`src/rtl/mul_repadd_unit.sv`:
```
// mul_repadd_unit: sequential unsigned multiplier, P = A added B times.
//
// The operand registers, adder, B-decrementer, zero detect and the FSM
// controller all live in this one block. Operands arrive serially on
// data_in: A in the cycle after start is accepted, B in the next one.
//
// Optional feature: define MUL_OVF_EN to build the sticky overflow flag.
// Without it, ovf is tied low and no carry logic is compiled.
//
// Ports:
//   clk          rising-edge clock
//   rst          synchronous, active-high reset (aborts any operation)
//   start        level request, sampled only in IDLE and DONE
//   data_in      shared operand bus (A, then B)
//   product      P register, straight from the flop
//   done         high while in DONE
//   busy         high in LOAD_A, LOAD_B and ADD
//   ovf          sticky overflow flag (0 unless MUL_OVF_EN)
//   dbg_state_o  current FSM state, for checkers
//
// Handshake: the host raises start in IDLE, drives A then B on the next
// two cycles, and holds start until it sees done. The result is valid
// while done=1. The unit returns to IDLE on the first edge where start=0
// in DONE, so back-to-back jobs need start low for at least one edge.
module mul_repadd_unit #(
  parameter int WIDTH = 16
) (
  input  logic             clk,
  input  logic             rst,
  input  logic             start,
  input  logic [WIDTH-1:0] data_in,
  output logic [WIDTH-1:0] product,
  output logic             done,
  output logic             busy,
  output logic             ovf,
  output logic [2:0]       dbg_state_o
);

  typedef enum logic [2:0] {
    S_IDLE   = 3'd0,
    S_LOAD_A = 3'd1,
    S_LOAD_B = 3'd2,
    S_ADD    = 3'd3,
    S_DONE   = 3'd4
  } state_t;

  state_t           state_q;
  logic [WIDTH-1:0] a_q;
  logic [WIDTH-1:0] b_q;
  logic [WIDTH-1:0] p_q;
  logic             done_q;
  logic             busy_q;

  logic             eqz;
  logic [WIDTH-1:0] b_dec_d;

  assign eqz     = (b_q == '0);
  assign b_dec_d = b_q - WIDTH'(1);

`ifdef MUL_OVF_EN
  // One extra bit catches the carry out of the top bit of P+A.
  logic [WIDTH:0] sum_d;
  logic           ovf_q;
  assign sum_d = {1'b0, p_q} + {1'b0, a_q};
`else
  logic [WIDTH-1:0] sum_d;
  assign sum_d = p_q + a_q;
`endif

  // done/busy are registered alongside the state so they never see a
  // combinational path from start.
  always_ff @(posedge clk) begin
    if (rst) begin
      state_q <= S_IDLE;
      a_q     <= '0;
      b_q     <= '0;
      p_q     <= '0;
      done_q  <= 1'b0;
      busy_q  <= 1'b0;
`ifdef MUL_OVF_EN
      ovf_q   <= 1'b0;
`endif
    end else begin
      case (state_q)
        S_IDLE: begin
          if (start) begin
            state_q <= S_LOAD_A;
            busy_q  <= 1'b1;
          end
        end
        S_LOAD_A: begin
          a_q     <= data_in;
          state_q <= S_LOAD_B;
        end
        S_LOAD_B: begin
          b_q     <= data_in;
          p_q     <= '0;
`ifdef MUL_OVF_EN
          ovf_q   <= 1'b0;
`endif
          state_q <= S_ADD;
        end
        S_ADD: begin
          // B counts down to zero; each nonzero B adds one more copy of A.
          if (!eqz) begin
            p_q <= sum_d[WIDTH-1:0];
            b_q <= b_dec_d;
`ifdef MUL_OVF_EN
            if (sum_d[WIDTH]) ovf_q <= 1'b1;
`endif
          end else begin
            state_q <= S_DONE;
            busy_q  <= 1'b0;
            done_q  <= 1'b1;
          end
        end
        S_DONE: begin
          if (!start) begin
            state_q <= S_IDLE;
            done_q  <= 1'b0;
          end
        end
        default: begin
          state_q <= S_IDLE;
          done_q  <= 1'b0;
          busy_q  <= 1'b0;
        end
      endcase
    end
  end

  assign product     = p_q;
  assign done        = done_q;
  assign busy        = busy_q;
  assign dbg_state_o = state_q;

`ifdef MUL_OVF_EN
  assign ovf = ovf_q;
`else
  assign ovf = 1'b0;
`endif

endmodule

```
`config.mk`:
```
export PLATFORM = sky130hd
export DESIGN_NAME = mul_repadd_unit
export DESIGN_NICKNAME = d
export VERILOG_FILES = /design/src/rtl/mul_repadd_unit.sv
export SDC_FILE = /design/constraint.sdc
export NUM_CORES = 1
export LEC_CHECK = 0
export CORE_UTILIZATION = 59
export CTS_BUF_LIST = sky130_fd_sc_hd__clkbuf_2
export CTS_CLUSTER_SIZE = 14
export DETAILED_ROUTE_END_ITERATION = 10
export DONT_BUFFER_PORTS = 1
export PLACE_DENSITY = 0.87
export SLEW_MARGIN = 5
export SYNTH_ARGS = -nofsm -noshare
export SYNTH_HDL_FRONTEND = slang
export SYNTH_SLANG_ARGS = --single-unit
```
`constraint.sdc`:
```
create_clock -name clk -period 2.2 [get_ports clk]
set_input_delay 0.22 -clock clk [delete_from_list [all_inputs] [get_ports clk]]
set_output_delay 0.22 -clock clk [all_outputs]
set_load 0.05 [all_outputs]
```
==> flow_metrics.tcl <==
set metrics [dict create \
    whs_ns -0.00334 \
    postSynthAreaPerCell_um2 7.66 \
    ir_worst_vdd_mv 0.499 \
    grt_max_degree 47 \
    routabilityCongestion 0.902 \
    overflow 0 \
    numCtsBuffers 5 \
    synthCells 395 \
    finalNetCount 478 \
    synthesis.nets 432 \
    synth_warnings 0 \
    dieWidth_um 73.6 \
    layout-drive-gt1-share_pct 17.6 \
    ant_nets 0 \
    hold_class "input port to register" \
    hold_violations 2 \
    cp-startpoint "b_q[0]$_SDFFE_PP0P_" \
    p_per_area_mw_per_mm2 793 \
    drc 0 \
    setup_viol_count_final 0 \
    synth_cell_types 55 \
    fin_area_mm2 0.00368 \
    startpoint_type "register" \
    dieArea_mm2 0.00542 \
    status "finished, violations left" \
    syn_to_final_growth_pct 21.8 \
    die_y_um 73.6 \
    vias 3195 \
    drt-total-wl_um 8950 \
    post-dp-hpwl_um 5610 \
    place_area_mm2 0.00331 \
    root_buffer "clkbuf_2" \
    synthArstFlopShare_pct 0 \
    clock_path_buffers 2 \
    critPathCaptureType "register" \
    synth_flop_cell "dfxtp_1" \
    initial_core_util_pct 62.8 \
    grt_setup_unrepaired "true" \
    clkTransAtPathRegs_ns 0.29 \
    post-route-period-util_pct 98.5 \
    setup_ws_ns 0.0338 \
    io_pins 41 \
    path_class "register to register" \
    syn-cell-area_mm2 0.00302 \
    clock_skew_ns 0.0297 \
    maxCapViolCount 0 \
    violations "negative hold slack" \
    instances_no_fill 509 \
    core-area_mm2 0.00482 \
    num_rows 25 \
    relSlewSlack_pct 63.5 \
    power_leakage_nw 1.51 \
    drv_slew 0 \
    worstHoldStart "data_in[11]" \
    diodes 0 \
    via_per_inst 6.28 \
    drt-initial-drc-count 286 \
    synth_seq_cells 53 \
    avgRoutedWirePerCell_um 17.6 \
    numPortBuffers 0 \
    grt.total_usage_pct 32.4 \
    cp_max_fo 6 \
    antenna_found_initial 0 \
    tightest_slew_ns 0.547 \
    grt_pass1_wl_um 13300 \
    r2r-start "b_q[0]$_SDFFE_PP0P_" \
    fmax_mhz 462 \
    dp_cells 478 \
    ctsHtreeMaxLevel 2 \
    cp.required_ns 2.59 \
    clock_latency_ns 0.48 \
    dp_slack_ns -0.0149 \
    synth_seq_area_share_pct 35.1 \
    grt_pass1_vias 2888 \
    cp.arrival_ns 2.56 \
    finalCriticalPeriod_ns 2.17 \
    synth-edff-count 0 \
    clkSinkCount 53 \
    cts_tree "built" \
    firstDrtPassIters 5 \
]
-- cell families after synthesis --
logic type | share of synthesized area (%)
other cells | 0.124
fa+ha+maj | 7.70
simple gates | 24.7
flops | 35.1
buf+inv | 3.77
compound gates | 24.9
mux | 0.331
xor+xnor | 3.48
-- layout make-up --
cell class	count	area, µm²
Multi-Input combinational cell	316	1930
Clock inverter	2	33.8
Inverter	6	22.5
Tap cell	67	83.8
Timing Repair Buffer	59	513
Clock buffer	6	30.0
Fill cell	324	1130
Sequential cell	53	1070
-- worst paths after layout --
check	end	slack, ns	cells past startpoint
hold reg to reg	a_q[3]$_SDFFE_PP0P_	0.49	2
setup reg to reg	b_q[14]$_SDFFE_PP0P_	0.03	10
setup / recovery	b_q[14]$_SDFFE_PP0P_	0.03	10
hold / removal	b_q[11]$_SDFFE_PP0P_	-0.003	4
-- state kept, by name (all words and copies together) (netlist names) --
| register | cells |
|---|---|
| a_q | 16 |
| b_q | 16 |
| dbg_state_o | 3 |
| product | 16 |
| done | 1 |
| busy | 1 |
-- cell usage in the layout (no fill, tap or decap), drive strengths merged, types with 5 or more instances in the layout --
cell type and count:
dfxtp 53, buf 39, nand2b 5, a31oi 6
ha 17, dlygate4sd3 20, a211oi 6, nor3 7
o21ai 23, nor2 43, xnor2 9, nand2 66
nand3 9, clkbuf 6, a21oi 56, a22o 5
inv 6
-- worst max-delay path, stage by stage, from the launching register on --
cell,delay (ns)
dfxtp_1,0.42
inv_1,0.11
ha_1,0.16
nor4b_1,0.35
nand3_1,0.17
o21a_4,0.27
a21oi_4,0.21
buf_6,0.16
nor2_1,0.05
o22ai_1,0.16
nor2_1,0.05
-- cell usage after synthesis, drive strengths merged (2+ instances only) --
| cell type | instances | area (µm²) |
|---|---|---|
| a21oi | 56 | 292 |
| clkbuf | 14 | 52.6 |
| inv | 6 | 22.5 |
| a22o | 5 | 43.8 |
| a41oi | 2 | 17.5 |
| o21a | 3 | 30.0 |
| dfxtp | 53 | 1060 |
| o31a | 2 | 17.5 |
| nand2b | 5 | 31.3 |
| nand2 | 66 | 248 |
| or2 | 3 | 21.3 |
| o21bai | 2 | 15.0 |
| o22ai | 3 | 18.8 |
| ha | 17 | 213 |
| and3 | 2 | 12.5 |
| a31oi | 6 | 37.5 |
| a21o | 4 | 30.0 |
| o21ai | 23 | 115 |
| and2 | 3 | 18.8 |
| a22oi | 4 | 30.0 |
| nor3b | 4 | 30.0 |
| nand3 | 9 | 45.0 |
| nor2 | 43 | 164 |
| nand4 | 2 | 12.5 |
| a211oi | 6 | 45.0 |
| nor2b | 3 | 18.8 |
| or3 | 3 | 18.8 |
| nor4 | 4 | 25.0 |
| or4 | 4 | 33.8 |
| xor2 | 3 | 26.3 |
| xnor2 | 9 | 78.8 |
| nor3 | 7 | 40.0 |
| buf | 6 | 38.8 |
-- repair_timing --
action | CTS | global route
hold buffers | 18 | 3
buffers inserted | 0 | 2
endpoints found under the hold margin | 46 | 3
endpoints found under the setup margin | 2 | 19
resized for setup | 3 | 17
pin swaps | 1 | 10
-- report_power, final --
group	leakage, nW	internal, mW	switching, mW
Combinational	1.04	0.467	0.721
Sequential	0.435	1.08	0.141
Clock	0.0406	0.193	0.326
Total	1.51	1.74	1.19
-- through the flow --
stage / setup TNS, ns / utilization, % / power, mW
2_1_floorplan: -0.0255 / - / 2.02
3_3_place_gp: 0 / 68.8 / 2.24
3_5_place_dp: -0.0149 / 68.8 / 2.28
4_1_cts: 0 / 74.4 / 2.82
5_1_grt: -1.45 / 76.5 / 3.08
6_report: 0 / 76.5 / 2.92
-- routing by layer --
layer | global-route usage (%) | vias up | part of all wire (%)
li1 | - | 1496 | -
met1 | 39.7 | 1496 | 39
met2 | 55.4 | 166 | 50
met3 | 5.62 | 37 | 7.1
met4 | 14.1 | 0 | 3.6
met5 | 0 | - | 0
(Power assumes the default switching activity.)
